<file path="config.mk">
export PLATFORM = sky130hd
export DESIGN_NAME = audio_i2s_tx
export DESIGN_NICKNAME = d
export VERILOG_FILES = /design/src/rtl/audio_i2s_tx.sv
export SDC_FILE = /design/constraint.sdc
export NUM_CORES = 1
export LEC_CHECK = 0
export BUFFER_PORTS_ARGS = -buffer_cell sky130_fd_sc_hd__buf_2
export CAP_MARGIN = 20
export CORE_ASPECT_RATIO = 0.5
export CORE_MARGIN = 4
export CORE_UTILIZATION = 40
export DETAILED_ROUTE_END_ITERATION = 7
export SLEW_MARGIN = 20
export SYNTH_ARGS = -nofsm -noshare
export SYNTH_HDL_FRONTEND = slang
export SYNTH_SLANG_ARGS = --single-unit
export TNS_END_PERCENT = 1
</file>
<file path="constraint.sdc">
create_clock -name clk -period 8.7 [get_ports clk]
set_clock_uncertainty 0.2 [all_clocks]
set_input_delay 0 -clock clk [delete_from_list [all_inputs] [get_ports clk]]
set_output_delay 0 -clock clk [all_outputs]
set_load 0.005 [all_outputs]
</file>
<file path="src/rtl/audio_i2s_tx.sv">
// I2S transmitter: sample-pair FIFO, fractional MCLK generator, MSB-first serialiser.
// Build option AUDIO_I2S_HOLD_ON_UNDERRUN_EN repeats the last popped frame on underrun.
module audio_i2s_tx #(
  parameter int unsigned SAMPLE_WIDTH = 16,
  parameter int unsigned FIFO_DEPTH   = 8,
  parameter int unsigned MCLK_INC     = 245760,
  parameter int unsigned MCLK_MOD     = 742500,
  parameter int unsigned ACC_WIDTH    = 22
) (
  input  logic                          clk,
  input  logic                          reset_n,
  input  logic [SAMPLE_WIDTH-1:0]       sample_l,
  input  logic [SAMPLE_WIDTH-1:0]       sample_r,
  input  logic                          sample_valid,
  output logic                          sample_ready,
  output logic [$clog2(FIFO_DEPTH):0]   fifo_level,
  output logic                          underrun,
  input  logic                          underrun_clr,
  output logic                          audio_mclk,
  output logic                          audio_lrck,
  output logic                          audio_dac
);

  localparam int unsigned PtrW = $clog2(FIFO_DEPTH);
  localparam int unsigned LvlW = PtrW + 1;
  localparam logic [ACC_WIDTH-1:0] AccInc = ACC_WIDTH'(MCLK_INC);
  localparam logic [ACC_WIDTH-1:0] AccMod = ACC_WIDTH'(MCLK_MOD);
  localparam logic [LvlW-1:0]      LvlFull = LvlW'(FIFO_DEPTH);

`ifdef AUDIO_I2S_HOLD_ON_UNDERRUN_EN
  localparam bit HoldOnUnderrun = 1'b1;
`else
  localparam bit HoldOnUnderrun = 1'b0;
`endif

  logic [ACC_WIDTH-1:0]    acc_q, acc_d;
  logic                    mclk_q, mclk_d;
  logic [1:0]              div_q, div_d;
  logic [4:0]              bit_cnt_q, bit_cnt_d;
  logic                    lrck_q, lrck_d;
  logic                    dac_q, dac_d;
  logic [31:0]             word_l_q, word_l_d;
  logic [31:0]             word_r_q, word_r_d;
  logic [PtrW-1:0]         wr_ptr_q, wr_ptr_d;
  logic [PtrW-1:0]         rd_ptr_q, rd_ptr_d;
  logic [LvlW-1:0]         level_q, level_d;
  logic                    ready_q;
  logic                    underrun_q, underrun_d;

  logic [SAMPLE_WIDTH-1:0] mem_l [FIFO_DEPTH];
  logic [SAMPLE_WIDTH-1:0] mem_r [FIFO_DEPTH];

  logic                    mclk_tick;
  logic                    mclk_rise;
  logic                    sclk_fall;
  logic                    frame_start;
  logic                    fifo_empty;
  logic                    push;
  logic                    pop;
  logic [31:0]             pop_word_l;
  logic [31:0]             pop_word_r;
  logic [31:0]             slot_word;
  logic [4:0]              bit_idx;

  // Fractional divider: toggles MCLK on average MCLK_INC/MCLK_MOD times per clk.
  assign mclk_tick = (acc_q >= AccMod);
  assign mclk_rise = mclk_tick && !mclk_q;
  assign sclk_fall = mclk_rise && (div_q == 2'd3);

  always_comb begin
    acc_d  = acc_q + AccInc;
    mclk_d = mclk_q;
    if (mclk_tick) begin
      acc_d  = acc_q - AccMod + AccInc;
      mclk_d = ~mclk_q;
    end
  end

  assign div_d = mclk_rise ? div_q + 2'd1 : div_q;

  assign frame_start = sclk_fall && (bit_cnt_q == 5'd31) && lrck_q;
  assign fifo_empty  = (level_q == '0);
  assign push        = sample_valid && ready_q;
  assign pop         = frame_start && !fifo_empty;

  assign pop_word_l = 32'(mem_l[rd_ptr_q]) << (32 - SAMPLE_WIDTH);
  assign pop_word_r = 32'(mem_r[rd_ptr_q]) << (32 - SAMPLE_WIDTH);

  always_comb begin
    wr_ptr_d = push ? wr_ptr_q + PtrW'(1) : wr_ptr_q;
    rd_ptr_d = pop  ? rd_ptr_q + PtrW'(1) : rd_ptr_q;
    level_d  = level_q;
    case ({push, pop})
      2'b10:   level_d = level_q + LvlW'(1);
      2'b01:   level_d = level_q - LvlW'(1);
      default: level_d = level_q;
    endcase
  end

  always_comb begin
    underrun_d = underrun_q;
    if (underrun_clr) underrun_d = 1'b0;
    if (frame_start && fifo_empty) underrun_d = 1'b1;
  end

  // Next position p carries word bit (32-p) mod 32; at p=0 lrck_q still selects the
  // slot that is ending, which yields the one-bit I2S delay.
  assign slot_word = lrck_q ? word_r_q : word_l_q;
  assign bit_idx   = ~bit_cnt_q;

  always_comb begin
    bit_cnt_d = bit_cnt_q;
    lrck_d    = lrck_q;
    dac_d     = dac_q;
    word_l_d  = word_l_q;
    word_r_d  = word_r_q;
    if (sclk_fall) begin
      bit_cnt_d = bit_cnt_q + 5'd1;
      dac_d     = slot_word[bit_idx];
      if (bit_cnt_q == 5'd31) lrck_d = ~lrck_q;
    end
    if (pop) begin
      word_l_d = pop_word_l;
      word_r_d = pop_word_r;
    end else if (frame_start && !HoldOnUnderrun) begin
      word_l_d = '0;
      word_r_d = '0;
    end
  end

  always_ff @(posedge clk or negedge reset_n) begin
    if (!reset_n) begin
      acc_q      <= '0;
      mclk_q     <= 1'b0;
      div_q      <= '0;
      bit_cnt_q  <= '0;
      lrck_q     <= 1'b0;
      dac_q      <= 1'b0;
      word_l_q   <= '0;
      word_r_q   <= '0;
      wr_ptr_q   <= '0;
      rd_ptr_q   <= '0;
      level_q    <= '0;
      ready_q    <= 1'b0;
      underrun_q <= 1'b0;
    end else begin
      acc_q      <= acc_d;
      mclk_q     <= mclk_d;
      div_q      <= div_d;
      bit_cnt_q  <= bit_cnt_d;
      lrck_q     <= lrck_d;
      dac_q      <= dac_d;
      word_l_q   <= word_l_d;
      word_r_q   <= word_r_d;
      wr_ptr_q   <= wr_ptr_d;
      rd_ptr_q   <= rd_ptr_d;
      level_q    <= level_d;
      ready_q    <= (level_d != LvlFull);
      underrun_q <= underrun_d;
    end
  end

  // Storage needs no reset; level and pointers define which entries are valid.
  always_ff @(posedge clk) begin
    if (push) begin
      mem_l[wr_ptr_q] <= sample_l;
      mem_r[wr_ptr_q] <= sample_r;
    end
  end

  assign sample_ready = ready_q;
  assign fifo_level   = level_q;
  assign underrun     = underrun_q;
  assign audio_mclk   = mclk_q;
  assign audio_lrck   = lrck_q;
  assign audio_dac    = dac_q;

endmodule
</file>
### Word level (Yosys, flattened, before mapping)

Memory sizes are Yosys's and may differ from the RTL's.
Index checks and enable logic that the tools add are counted.

| cells by class | value |
|---|---|
| add/subtract/negate cells | 9 |
| order comparisons | 2 |
| eq/ne operators | 5 |
| muxes and demuxes | 12 |
| bitwise operators | 3 |
| reduce and logical (&&, ||, !) cells | 13 |

Operator list:

| kind | count |
|---|---|
| $mux 32 | 4 |
| $add 22x18->22 const B | 2 |
| $ge 22x20->1 const B | 1 |
| $mux 22 | 1 |
| $sub 22x20->22 const B | 1 |
| $pmux 4 s2 | 1 |
| $logic_and 1x1->1 | 7 |
| $add 3x1->3 const B | 2 |
| $lt 5x6->1 const B | 1 |
| $add 5x1->5 const B | 1 |
| $bmux 1 s5 | 1 |
| $eq 5x5->1 const B | 1 |
| $mux 1 | 5 |
| $not 5->5 | 1 |
| $add 4x1->4 const B | 1 |
| $eq 2x2->1 const B | 2 |
| $logic_not 4->1 | 1 |
| $ne 4x4->1 const B | 1 |
| $reduce_bool 2->1 | 2 |
| $sub 4x1->4 const B | 1 |
| $add 2x1->2 const B | 1 |
| $eq 2x1->1 const B | 1 |
| $logic_not 1->1 | 2 |
| $not 1->1 | 2 |
| $reduce_and 2->1 | 1 |

| storage, ports and cells | value |
|---|---|
| register bits | 108 |
| bits in writable memories | 256 |
| output and inout bits | 9 |
| word-level logic and storage cells | 59 |
| memories | 2 |

Memory list:

| name | depth | bits a word | read ports | clocked after Yosys merged registers in | wr ports | RTL line | source |
|---|---|---|---|---|---|---|---|
| mem_l | 8 | 16 | 1 | 0 | 1 | 50 | `logic [SAMPLE_WIDTH-1:0] mem_l [FIFO_DEPTH];` |
| mem_r | 8 | 16 | 1 | 0 | 1 | 51 | `logic [SAMPLE_WIDTH-1:0] mem_r [FIFO_DEPTH];` |

### Logic depth before layout (Yosys ltp)

Gate-level depths: netlist (run 1).

| depth | value |
|---|---|
| word-level depth | 9 |
| gate-level depth with buffers | 15 |
| depth with buffers taken out | 15 |

### Least setup slack after synthesis (run 1)

No wires, ideal clock.

| path | value |
|---|---|
| path kind | register -> register |
| start point | reg ready_q (netlist: sample_ready) |
| end point | mem mem_l[0][0], enable pin |
| setup time | 0.501 ns |
| data arrival time | 3.655 ns |
| required time | 7.999 ns |
| setup slack | 4.344 ns |
| cell stages (with the launch flop) | 3 |
| period minus slack after synthesis | 4.356 ns |
| path through | dfrtp_1 -> nand2_1 -> nor4_1 |

| between the ends | value |
|---|---|
| cells in the longest elaborated chain, start to end | 3 |

RTL lines:

| what | RTL line | source |
|---|---|---|
| start, declared | 47 | `logic ready_q;` |
| start signal, assigned | 158 | `ready_q <= (level_d != LvlFull);` |
| $logic_and 1x1->1 | 83 | `assign push = sample_valid && ready_q;` |
| $mux 1 | 165 | `if (push) begin` |
| $mux 1 (implied by the code) | 166 | `mem_l[wr_ptr_q] <= sample_l;` |
| end, declared | 50 |  |

No other way between the ends.

### Worst setup path after layout (run 1)

| path | value |
|---|---|
| start point | reg acc_q[2] |
| end point | reg ready_q (netlist: sample_ready) |

| between the ends | value |
|---|---|
| cells in the longest elaborated chain, start to end | 9 |
| elaborated cells on any way between the ends | 10 |
| classes of those cells | order compare (1); eq/ne (3); mux (1); reduce/logical (5) |

RTL lines:

| what | RTL line | source |
|---|---|---|
| start, declared | 36 | `logic [ACC_WIDTH-1:0] acc_q, acc_d;` |
| start signal, assigned | 133 | `acc_q <= '0;` |
| start signal, assigned | 147 | `acc_q <= acc_d;` |
| $ge 22x20->1 * | 66 | `assign mclk_tick = (acc_q >= AccMod);` |
| $logic_and 1x1->1 * | 67 | `assign mclk_rise = mclk_tick && !mclk_q;` |
| $logic_and 1x1->1 * | 68 | `assign sclk_fall = mclk_rise && (div_q == 2'd3);` |
| $logic_and 1x1->1 * (2 in series) | 81 | `assign frame_start = sclk_fall && (bit_cnt_q == 5'd31) && lrck_q;` |
| $logic_and 1x1->1 * | 84 | `assign pop = frame_start && !fifo_empty;` |
| net pop | 59 | `logic pop;` |
| $eq 2x1->1 / $eq 2x2->1 (equally long branches) | 93 | `case ({push, pop})` |
| $pmux 4 s2 * | 93 |  |
| net level_d[2] | 46 | `logic [LvlW-1:0] level_q, level_d;` |
| $ne 4x4->1 * | 158 |  |

The timed path passes the listed nets; every way through them passes the cells marked *.
A chain may end at the register's enable or synchronous reset.

==> results of run 1 <==
-- flip-flops by register name, summed over array words and instances (netlist names) --
name and cells:
rd_ptr_q 3, wr_ptr_q 3, word_r_q 16, mem_r 128, bit_cnt_q 5, fifo_level 4
underrun 1, audio_mclk 1, audio_lrck 1, acc_q 20, mem_l 128, audio_dac 1
word_l_q 16, div_q 2, sample_ready 1
-- repair_timing --
item                      CTS  global route
resized for setup           0             0
hold endpoints to repair  334             0
hold buffers               40             0
-- synthesized netlist by cell type, types with 2 or more instances --
cell | count | share of area [%]
ha_1 | 14 | 1.3
mux2i_1 | 40 | 3.0
a21o_1 | 6 | 0.34
xnor2_1 | 18 | 1.2
mux4_2 | 70 | 12
nor3_1 | 10 | 0.38
nand2b_1 | 6 | 0.28
o31ai_1 | 25 | 1.4
xor2_1 | 11 | 0.72
o31ai_2 | 7 | 0.66
inv_1 | 9 | 0.25
nand2_1 | 50 | 1.4
mux2_2 | 6 | 0.51
o21ai_0 | 2 | 0.075
nor2_1 | 16 | 0.45
o31a_1 | 2 | 0.13
dfrtp_1 | 74 | 14
edfxtp_1 | 256 | 58
nor4b_1 | 3 | 0.20
a31oi_1 | 4 | 0.19
clkbuf_1 | 19 | 0.54
buf_2 | 14 | 0.53
a211oi_1 | 2 | 0.11
nor4_1 | 5 | 0.24
buf_1 | 2 | 0.056
a21oi_1 | 10 | 0.38
nand3_1 | 4 | 0.15
-- layout make-up --
type / count / area, sq um / area share, %
clock buffers: 39 / 795 / 5.13
clock inverters: 13 / 211 / 1.36
inverters: 9 / 33.8 / 0.218
multi-input cells: 338 / 3620 / 23.4
flip-flops and latches: 330 / 9550 / 61.6
well taps: 432 / 541 / 3.49
repair buffers: 99 / 753 / 4.86
-- critical path: stages, from the launching register on --
cell and delay [ps]:
dfrtp_1 390, inv_1 90, ha_1 210, nor2b_1 160, o21ai_2 240, o211ai_2 180, a2111o_2 490, buf_4 330
nor2_2 260, ha_1 320, xor2_1 120, ha_1 200, a21oi_1 160, xnor2_1 140, nand2b_1 80, xnor2_1 130
or4b_1 460
-- cell families after synthesis --
| group | Yosys count | synth area share [%] |
|---|---|---|
| buffers and inverters | 45 | 1.46 |
| XOR/XNOR | 29 | 1.91 |
| adder cells (fa/ha/maj) | 14 | 1.32 |
| flip-flops | 330 | 71.8 |
| multiplexers | 116 | 15.4 |
| AO/OA/AOI/OAI | 71 | 4.19 |
| AND/OR/NAND/NOR | 108 | 3.99 |
-- power breakdown --
part           leakage [nW]  internal, mW  switching, mW
clock                 0.480         0.791          0.562
sequential             3.28          1.91         0.0703
combinational          1.53         0.128          0.243
-- metrics by stage --
step,utilization (%),cell area [sq um]
floorplan,-,13300
global placement,43.7,14100
detailed placement,43.7,14100
CTS,48.1,15500
global route,48.1,15500
finish,48.1,15500
-- placed cells by master, fill, tap and decap left out, types with 18 or more instances in the layout --
| cell type | instances |
|---|---|
| o31ai_1 | 25 |
| edfxtp_1 | 256 |
| xnor2_1 | 18 |
| dfrtp_1 | 71 |
| nand2_1 | 50 |
| buf_2 | 43 |
| mux2i_1 | 40 |
| dlygate4sd3_1 | 39 |
| mux4_2 | 70 |
| clkbuf_16 | 30 |
-- per-layer routing --
metal  GRT usage (%)  wire length [microns]
met1            21.2                  12300
met2            23.4                  12300
met3            2.59                    812
met4            2.59                    410
met5               0                      0
-- worst min-delay path by stage --
stage	from	end
floorplan	reset_n	acc_q[10]$_DFFE_PN0P_
global placement	reset_n	wr_ptr_q[2]$_DFFE_PN0P_
detailed placement	reset_n	wr_ptr_q[2]$_DFFE_PN0P_
CTS	sample_l[3]	mem_l[6][3]$_DFFE_PP_
global route	sample_l[4]	mem_l[4][4]$_DFFE_PP_
finish	sample_r[4]	mem_r[6][4]$_DFFE_PP_
==> impl_metrics.py, run 1 <==
metrics = {
    "timing": {
        "rsz0062_at_grt": "false",
        "fmax_mhz": 233,
        "final_max_slew_viol_count": 0,
        "finalHoldViolCount": 0,
        "fin_crit_sh_pct": 49.3,
        "holdWs_ps": 28.9,
        "fin_crit_ps": 4290,
        "tns_ps": 0,
        "tightest_slew_ps": 1040,
        "setup_viol": 0,
        "setup_ws_ps": 4410,
        "relSlewSlack_pct": 30.7,
    },
    "floorplan": {
        "ioPinCount": 45,
        "die_x_microns": 266,
        "initial_utilization_pct": 41.2,
        "die_area_sq_mm": 0.0364,
        "die_y_microns": 137,
        "fp-row-count": 46,
        "core_sq_mm": 0.0322,
    },
    "logic_synthesis": {
        "synth_cell_type_count": 55,
        "yosys_most_used_dff": "edfxtp_1",
        "ys_warn_count": 0,
        "synth_edf_count": 256,
        "ys_ff_latch": 330,
        "syn_inst": 713,
        "syn_avg_cell_area_sq_um": 18.6,
        "ys_seq_area_share_pct": 71.8,
        "syn_area_sq_mm": 0.0133,
        "synth_nets": 763,
        "async_reset_ff_share_pct": 22.4,
    },
    "global_routing": {
        "gr-total-overflow": 0,
        "grt_pass1_wl_microns": 40500,
        "gr-usage-all-layers_pct": 14.5,
        "grt_max_degree": 75,
        "antenna_found_initial": 0,
        "grt_pass1_vias": 6802,
    },
    "critical_path": {
        "arrival_ps": 4520,
        "crit-reg2reg-launch": "acc_q[2]$_DFFE_PN0P_",
        "critPathCaptureType": "flip-flop",
        "reg2reg_to": "sample_ready$_DFF_PN0_",
        "cp_max_fo": 67,
        "setup.worst_path.start": "acc_q[2]$_DFFE_PN0P_",
        "critPathKind": "reg -> reg",
        "start_kind": "flip-flop",
        "required_ps": 8930,
        "r2r_slack_ps": 4410,
        "reg2regPathDepth": 16,
        "crit_end": "sample_ready$_DFF_PN0_",
    },
    "drt": {
        "wl_per_cell_microns": 20.5,
        "drc": 0,
        "drt-total-wl_microns": 25800,
        "ant_nets": 0,
        "vias_per_cell": 5.23,
        "dr.first_iter.drc_count": 455,
        "via_count": 6592,
        "firstDrtPassIters": 4,
    },
    "cells_and_area": {
        "nets": 858,
        "antenna_cells": 0,
        "final_cells": 1260,
        "n_fill_cell": 2676,
        "area_growth_pct": 16.6,
        "drive_gt1_share_pct": 24.5,
    },
    "flow_run": {
        "drv_cap": 0,
    },
    "clocking": {
        "cts-root-buf": "clkbuf_16",
        "clkTransAtPathRegs_ps": 60,
        "cts_made_buffers": 30,
        "postCtsSetupRepairBufs": 0,
        "cts.sinks": 330,
        "cts_tree": "built",
        "clk_latency_ps": 570,
        "htreeDepth": 1,
        "clockBufferDepth": 3,
    },
    "outcome": {
        "status": "finished clean",
    },
    "min_path": {
        "hp-class": "in -> reg",
        "min_path_cells": 2,
    },
    "power": {
        "ir_worst_vdd_v": 0.000166,
        "p_per_area_mw_per_mm2": 239,
        "power_mw": 3.71,
        "p_leak_nw": 5.29,
    },
    "placed_design": {
        "port_buffers": 44,
        "hpwlAfterDp_microns": 14600,
        "pre_cts_slack_ps": 4410,
        "place_congestion": 0.742,
        "dp.cells": 1168,
    },
}
No activity file was read; power rests on OpenSTA's default activity.
==> inputs of run 2 (changes only) <==
Clock period 8.7 ns to 4.4 ns, I/O delays scaled along.
==> run 2 against run 1 <==
Effect of this change:
- via count increased by 1.3%
- global-route usage increased by 0.33 points
- register-to-register slack got worse by 3900 ps
- power increased by 89%
==> impl_metrics.py, run 2 (synthesis results as in run 1) <==
metrics = {
    "cells_and_area": {
        "layout_commonest_cell": "edfxtp_1",
        "post-route-util_pct": 47.7,
        "stdcell_area_sq_mm": 0.0154,
        "drive_gt1_share_pct": 24.2,
        "nets": 857,
        "top_regs": "mem_l x128, mem_r x128, acc_q x20",
        "area_growth_pct": 15.7,
        "antenna_cells": 0,
        "mostFrequentLayoutCells": "256 x edfxtp_1, 71 x dfrtp_1, 70 x mux4_2, 50 x nand2_1, 43 x buf_2",
    },
    "drt": {
        "drt-total-wl_microns": 26200,
        "dr.first_iter.drc_count": 559,
        "vias_per_cell": 5.29,
        "ant_nets": 0,
        "via_count": 6677,
        "drc": 0,
        "wl_per_cell_microns": 20.8,
        "firstDrtPassIters": 5,
    },
    "timing": {
        "rsz0062_at_grt": "false",
        "fin_crit_sh_pct": 88.1,
        "relSlewSlack_pct": 26.1,
        "fmax_mhz": 258,
        "tightest_slew_ps": 1110,
        "final_max_slew_viol_count": 0,
        "fin_crit_ps": 3880,
        "setup_viol": 0,
        "tns_ps": 0,
        "finalHoldViolCount": 0,
        "holdWs_ps": 37.9,
    },
    "clocking": {
        "postCtsSetupRepairBufs": 0,
        "cts_made_buffers": 30,
        "cts.sinks": 330,
        "cts_resized": 0,
        "clkTransAtPathRegs_ps": 60,
        "htreeDepth": 1,
        "clockBufferDepth": 3,
        "cts-root-buf": "clkbuf_16",
        "clk_latency_ps": 570,
        "cts_tree": "built",
    },
    "global_routing": {
        "gr-usage-all-layers_pct": 14.8,
        "grt_pass1_vias": 7014,
        "grt_pass1_wl_microns": 41500,
        "antenna_found_initial": 0,
        "gr-total-overflow": 0,
        "grt_max_degree": 75,
    },
    "power": {
        "ir_worst_vdd_v": 0.000274,
        "p_per_area_mw_per_mm2": 457,
        "p_leak_nw": 5.23,
    },
    "min_path": {
        "min_path_cells": 2,
        "hp-class": "in -> reg",
    },
    "placed_design": {
        "place_congestion": 0.767,
        "place_area_sq_mm": 0.0141,
        "hpwlAfterDp_microns": 15100,
        "port_buffers": 44,
    },
    "critical_path": {
        "arrival_ps": 4100,
        "cp_max_fo": 6,
        "required_ps": 4630,
        "reg2regPathDepth": 15,
        "start_kind": "flip-flop",
        "critPathCaptureType": "flip-flop",
        "critPathKind": "reg -> reg",
    },
    "floorplan": {
        "fp-row-count": 46,
        "die_area_sq_mm": 0.0364,
        "initial_utilization_pct": 41.2,
        "die_y_microns": 137,
        "core_sq_mm": 0.0322,
        "die_x_microns": 266,
        "ioPinCount": 45,
    },
    "outcome": {
        "status": "finished clean",
    },
    "flow_run": {
        "drv_cap": 0,
    },
}
## run 2: cell types whose count changed in the layout (fill, tap and decap cells not counted)
cell           previous run  this run
buf_12                    0         2
dlygate4sd3_1            39        37
clkinv_16                 1         0
clkinv_8                  0         1
bufinv_16                 5         0
buf_4                    16        15
clkinvlp_4                1         0
clkbuf_1                  8        11
clkinv_1                  5         9
clkinv_2                  1         4
## run 2: repair_timing
| action | in CTS | in global routing |
|---|---|---|
| setup endpoints to repair | 0 | 0 |
| hold endpoints to repair | 334 | 0 |
| hold buffers | 38 | 0 |
## run 2: final timing paths
path	startpoint	slack [ps]	end
min	sample_r[13]	40	mem_r[6][13]$_DFFE_PP_
min reg2reg	acc_q[9]$_DFFE_PN0P_	270	acc_q[9]$_DFFE_PN0P_
max in group asynchronous	reset_n	3300	rd_ptr_q[0]$_DFFE_PN0P_
max reg2reg	acc_q[2]$_DFFE_PN0P_	520	sample_ready$_DFF_PN0_
max	acc_q[2]$_DFFE_PN0P_	520	sample_ready$_DFF_PN0_
min in group asynchronous	reset_n	330	wr_ptr_q[1]$_DFFE_PN0P_
## run 2: final cells by class
cell class	count	area (sq um)
fillers	2695	16800
flip-flops and latches	330	9550
multi-input cells	338	3620
clock buffers	42	806
repair buffers	98	766
well taps	432	541
clock inverters	14	70.1
inverters	9	33.8
## run 2: per-layer routing
metal / wire, microns / GRT usage [%] / part of all wire (%)
met1: 12400 / 21.3 / 47
met2: 12400 / 24.2 / 47
met3: 855 / 2.53 / 3.3
met4: 497 / 3.24 / 1.9
met5: 0 / 0 / 0
## run 2: per-stage QoR
step	instances	setup slack [ps]	power, mW
final	1263	523	7.03
after floorplan	713	43.7	4.35
after CTS	1263	512	7.12
after global placement	1169	627	4.67
after detailed placement	1169	521	4.72
after global routing	1263	233	7.33
## run 2: where the power goes
| group | internal, mW | leakage (nW) | switching (mW) |
|---|---|---|---|
| Combinational | 0.251 | 1.53 | 0.482 |
| Sequential | 3.78 | 3.28 | 0.139 |
| Clock | 1.27 | 0.427 | 1.10 |
| Total | 5.31 | 5.23 | 1.72 |
## run 2: worst max-delay path, stage by stage, from the launching register on
cell,delay (ps)
dfrtp_1,380
inv_1,80
ha_1,210
nor2b_1,160
o21ai_2,230
o211ai_2,170
a2111o_2,510
nor2_2,180
ha_1,320
xor2_1,100
ha_1,200
a21oi_1,170
xnor2_1,140
nand2b_1,80
xnor2_1,130
or4b_1,460
